**src/rtl/mem_cascade_unshifter.sv**
```systemverilog
// Response-path unshifter: tracks per-cycle request masks and rotation amounts for MemoryLatency
// cycles, then routes bank responses back to their initiator ports through a log2 rotation cascade.
module mem_cascade_unshifter #(
    parameter int unsigned DataWidth     = 32,
    parameter int unsigned NrPorts       = 8,
    parameter int unsigned MemoryLatency = 1,
    parameter int unsigned RegisterRsp   = 0
) (
    input  logic                           clk_i,
    input  logic                           rst_ni,
    input  logic [NrPorts-1:0]             req_fire_i,
    input  logic [$clog2(NrPorts)-1:0]     sel_i,
    input  logic [NrPorts*DataWidth-1:0]   bank_rdata_i,
    output logic [NrPorts-1:0]             rsp_valid_o,
    output logic [NrPorts*DataWidth-1:0]   rsp_rdata_o,
    output logic                           idle_o
);

    localparam int unsigned SelWidth = $clog2(NrPorts);

    typedef logic [SelWidth-1:0]  sel_t;
    typedef logic [NrPorts-1:0]   mask_t;
    typedef logic [DataWidth-1:0] word_t;

    mask_t mask_q [MemoryLatency];
    sel_t  sel_q  [MemoryLatency];

    // NOTE: the tracking stages are a small shift pipeline, not a RAM, so every stage is reset;
    // this is what drops in-flight responses when rst_ni asserts mid-traffic.
    always_ff @(posedge clk_i or negedge rst_ni) begin
        if (!rst_ni) begin
            for (int i = 0; i < int'(MemoryLatency); i++) begin
                mask_q[i] <= '0;
                sel_q[i]  <= '0;
            end
        end else begin
            mask_q[0] <= req_fire_i;
            sel_q[0]  <= sel_i;
            for (int i = 1; i < int'(MemoryLatency); i++) begin
                mask_q[i] <= mask_q[i-1];
                sel_q[i]  <= sel_q[i-1];
            end
        end
    end

    mask_t last_mask;
    sel_t  last_sel;
    assign last_mask = mask_q[MemoryLatency-1];
    assign last_sel  = sel_q[MemoryLatency-1];

    // Level k pulls from port (p + 2^k) mod NrPorts, so the full cascade yields bank (p + sel).
    word_t level [SelWidth+1][NrPorts];

    for (genvar p = 0; p < NrPorts; p++) begin : g_level0
        assign level[0][p] = bank_rdata_i[p*DataWidth +: DataWidth];
    end

    for (genvar k = 0; k < SelWidth; k++) begin : g_cascade
        for (genvar p = 0; p < NrPorts; p++) begin : g_port
            localparam int unsigned Src = (p + (1 << k)) % NrPorts;
            assign level[k+1][p] = last_sel[k] ? level[k][Src] : level[k][p];
        end
    end

    logic [NrPorts*DataWidth-1:0] rsp_rdata_comb;

    for (genvar p = 0; p < NrPorts; p++) begin : g_gate
        assign rsp_rdata_comb[p*DataWidth +: DataWidth] =
            last_mask[p] ? level[SelWidth][p] : '0;
    end

    logic out_busy;

    if (RegisterRsp != 0) begin : g_reg
        mask_t                        valid_q;
        logic [NrPorts*DataWidth-1:0] rdata_q;

        always_ff @(posedge clk_i or negedge rst_ni) begin
            if (!rst_ni) begin
                valid_q <= '0;
                rdata_q <= '0;
            end else begin
                valid_q <= last_mask;
                rdata_q <= rsp_rdata_comb;
            end
        end

        assign rsp_valid_o = valid_q;
        assign rsp_rdata_o = rdata_q;
        assign out_busy    = |valid_q;
    end else begin : g_comb
        assign rsp_valid_o = last_mask;
        assign rsp_rdata_o = rsp_rdata_comb;
        assign out_busy    = 1'b0;
    end

    // Idle is derived purely from flops so it is glitch-free against the request inputs.
    always_comb begin
        idle_o = !out_busy;
        for (int i = 0; i < int'(MemoryLatency); i++) begin
            if (|mask_q[i]) idle_o = 1'b0;
        end
    end

endmodule

```
**config.mk**
```make
export PLATFORM = sky130hd
export DESIGN_NAME = mem_cascade_unshifter
export DESIGN_NICKNAME = d
export VERILOG_FILES = /design/src/rtl/mem_cascade_unshifter.sv
export SDC_FILE = /design/constraint.sdc
export NUM_CORES = 1
export LEC_CHECK = 0
export CAP_MARGIN = 10
export CORE_AREA = 2 2 208 210
export DETAILED_ROUTE_END_ITERATION = 16
export DIE_AREA = 0 0 210 212
export SETUP_SLACK_MARGIN = 0.4
export SYNTH_ARGS = -nofsm -noshare
export SYNTH_HDL_FRONTEND = slang
export SYNTH_SLANG_ARGS = --single-unit
```
**constraint.sdc**
```tcl
create_clock -name clk_i -period 1.95 [get_ports clk_i]
set_input_delay 0.195 -clock clk_i [delete_from_list [all_inputs] [get_ports clk_i]]
set_output_delay 0.195 -clock clk_i [all_outputs]
set_load 0.03 [all_outputs]
```
==> metrics.csv <==
metric,value,unit
dpl cells,2505,
Final Hold Vio Count,0,
Leakage,0.008490,uW
top-area cell type share of the netlist area,40.06,%
unique cell type count in the Yosys netlist,25,
max_cap viols,0,
setup TNS,-78530,ps
TritonCTS Buffers,3,
RSZ-0062 raised after global routing,true,
cell family with most CP delay,buffers and inverters,
Final Wtd Congestion,0.9452,
"FF+latch count, synth",11,
Initial Util,22.31,%
iteration count of the initial detailed-routing pass,9,
Final Util,50.88,%
Critical path origin,last_sel[2],
Tightest Pin Transition,561.6,ps
Finished Layout Cells,2549,
setup ws final,-439.9,ps
Worst EP arrival,2190,ps
Hold WC Path Type,input port to async pin,
clk sinks,11,
Reg power frac,3.4,%
max incr delay on CP,480,ps
Die H,212,um
Int Pwr,4098,uW
Crit path top cell by count,buf_4,
dominant synthesized flop cell,dfrtp_1,
drc violations,0,
CTS root buf,clkbuf_16,
sw power,3788,uW
clock power share,4.9,%
Max rail drop VDD,0.0003916,V
number of global-route vias before repair,14863,
data required time of the critical path,1750,ps
WS Path Type,flop to output pin,
PwrDens,364.7,mW/mm^2
post-route minimum period,2390,ps
Worst-path clk slew,50,ps
# H-tree levels,1,
Worst Path Buf+Inv,3,
DRT Wirelength,62.14,mm
clock buffer depth,2,
"EDFF count, synth",0,
Net Sw Frac,48.03,%
global-route wire length before repair,89.28,mm
Overall Global Routing Usage,25.36,%
DR vias,15128,
slew margin rel.,62.44,%
Die ar.,0.04452,mm^2
I/O pin count,534,
Syn Area/Cell,7.817,um^2
run status,finished with violations,
final setup fails,257,
combinational share of power,91.7,%
CP Cell Sequence,buf_12 > buf_4 > mux2i_2 > a22oi_1 > and3_2 > buf_4,
final number of max-transition violations,0,
register area share after synthesis,2.903,%
cell taking the most area after synthesis,a22oi_1,
initial antenna violation count,6,
Area contributors post-synth,"a22oi_1, mux2i_1, and3_1, buf_2, buf_8",
Worst setup SP type,flop,
CP max stage cell,dfrtp_4,
crit path max fanout,15,
synthesized area,0.009482,mm^2
"count leader, synth",a22oi_1,
Final period util,122.6,%
Syn-to-layout area delta,128.1,%
syn_nets,1482,
I/O Buffers,533,
Max Freq,418.4,MHz
Detail Route Antenna Nets,0,
Avg WL per Cell,24.38,um
"FFs w/ async S/R, synth",100.0,%
Nets,2269,
largest net degree at the start of global routing,39,
CTS tree,built,
Via density,5.935,
# fillers,3846,
Iteration-0 DRC Markers,1573,
Detail Placement HPWL,45.34,mm
post-synthesis cell count,1213,
synth warn,0,
failing checks,setup timing,
gr ovfl total,0,
Die Width,210,um
layout cells sized above 1,57.93,%
core area,0.04251,mm^2
CP Capture Type,output pin,
"top cells by count, synth","a22oi_1, and3_1, mux2i_1, buf_2, clkbuf_1",
# rows,76,
## state kept, by name (all words and copies together), names as in the netlist
signal       count
rsp_valid_o      8
last_sel         3
## power groups by stage
stage | registers, uW | logic, uW | clock network (uW)
after floorplan | 275 | 3540 | 0
after global placement | 268 | 6520 | 0
after detailed placement | 268 | 6560 | 0
after CTS | 265 | 6790 | 394
after global routing | 268 | 7540 | 413
final | 266 | 7230 | 390
## cell families after synthesis
logic type / count (synthesis) / share of synthesized area (%)
multiplexers: 257 / 27.22
flip-flops: 11 / 2.903
AO/OA/AOI/OAI: 512 / 40.70
AND/OR/NAND/NOR: 266 / 17.50
buffers and inverters: 167 / 11.68
## layout by cell type, fill, tap and decap left out, drive strengths merged
cell,synthesis,final
clkinv,0,1
a2bb2oi,2,2
or2,1,1
nand2,1,1
nand2b,2,2
nor2,2,2
a221oi,1,1
and3,255,255
clkbuf,38,34
nor2b,2,2
buf,128,611
mux2,1,1
and2,1,1
inv,1,1
clkdlybuf4s15,0,30
o21a,1,1
a22oi,506,506
mux2i,256,256
o2bb2a,2,2
or4,2,2
dfrtp,11,11
clkdlybuf4s50,0,272
dlygate4sd2,0,4
diode,0,4
## cell type report
class                   count  area [um^2]  share of cell area [%]
multi-input cells        1035        10960                   50.67
inverters                   1        3.754                 0.01736
clock inverters             1        5.005                 0.02314
repair buffers            948         9603                   44.41
clock buffers               3        75.07                  0.3471
diodes                      4        10.01                 0.04629
flip-flops and latches     11        289.0                   1.336
well taps                 546        683.2                   3.159
## stage by stage
| step | hold WS, ps | setup WS [ps] | area (um^2) | total power (uW) |
|---|---|---|---|---|
| after global placement | 578.8 | -448.8 | 19540 | 6792 |
| after detailed placement | 590.5 | -455.8 | 19540 | 6826 |
| after floorplan | -100.6 | 270.7 | 11390 | 3810 |
| after CTS | 330.7 | -439.6 | 20540 | 7454 |
| final | 315.1 | -439.9 | 21630 | 7886 |
| after global routing | 359.2 | -493.1 | 21620 | 8221 |
## timing repair
| action | in CTS | in global routing |
|---|---|---|
| resized for setup | 330 | 332 |
| pin swaps | 15 | 25 |
| buffers inserted | 6 | 16 |
| endpoints found under the setup margin | 261 | 261 |
| hold buffers | 0 | 0 |
| cloned | 8 | 6 |
## metal layers
metal / vias to the layer above / track usage [%] / routed length (um)
met5: - / 0 / 22
met4: 4 / 9.318 / 2688
met3: 190 / 4.417 / 5169
met2: 909 / 43.67 / 29920
met1: 7358 / 31.73 / 24340
li1: 6667 / - / -
## path summary, 6_finish.rpt
| kind | slack [ps] | depth (start not counted) | to |
|---|---|---|---|
| max | -440 | 6 | rsp_rdata_o[115] |
| min | 320 | 1 | last_sel[1] |
| max in group asynchronous | 1210 | 1 | last_sel[2] |
| min in group clk_i | 380 | 1 | last_sel[0] |
No activity file was read; power rests on OpenSTA's default activity.
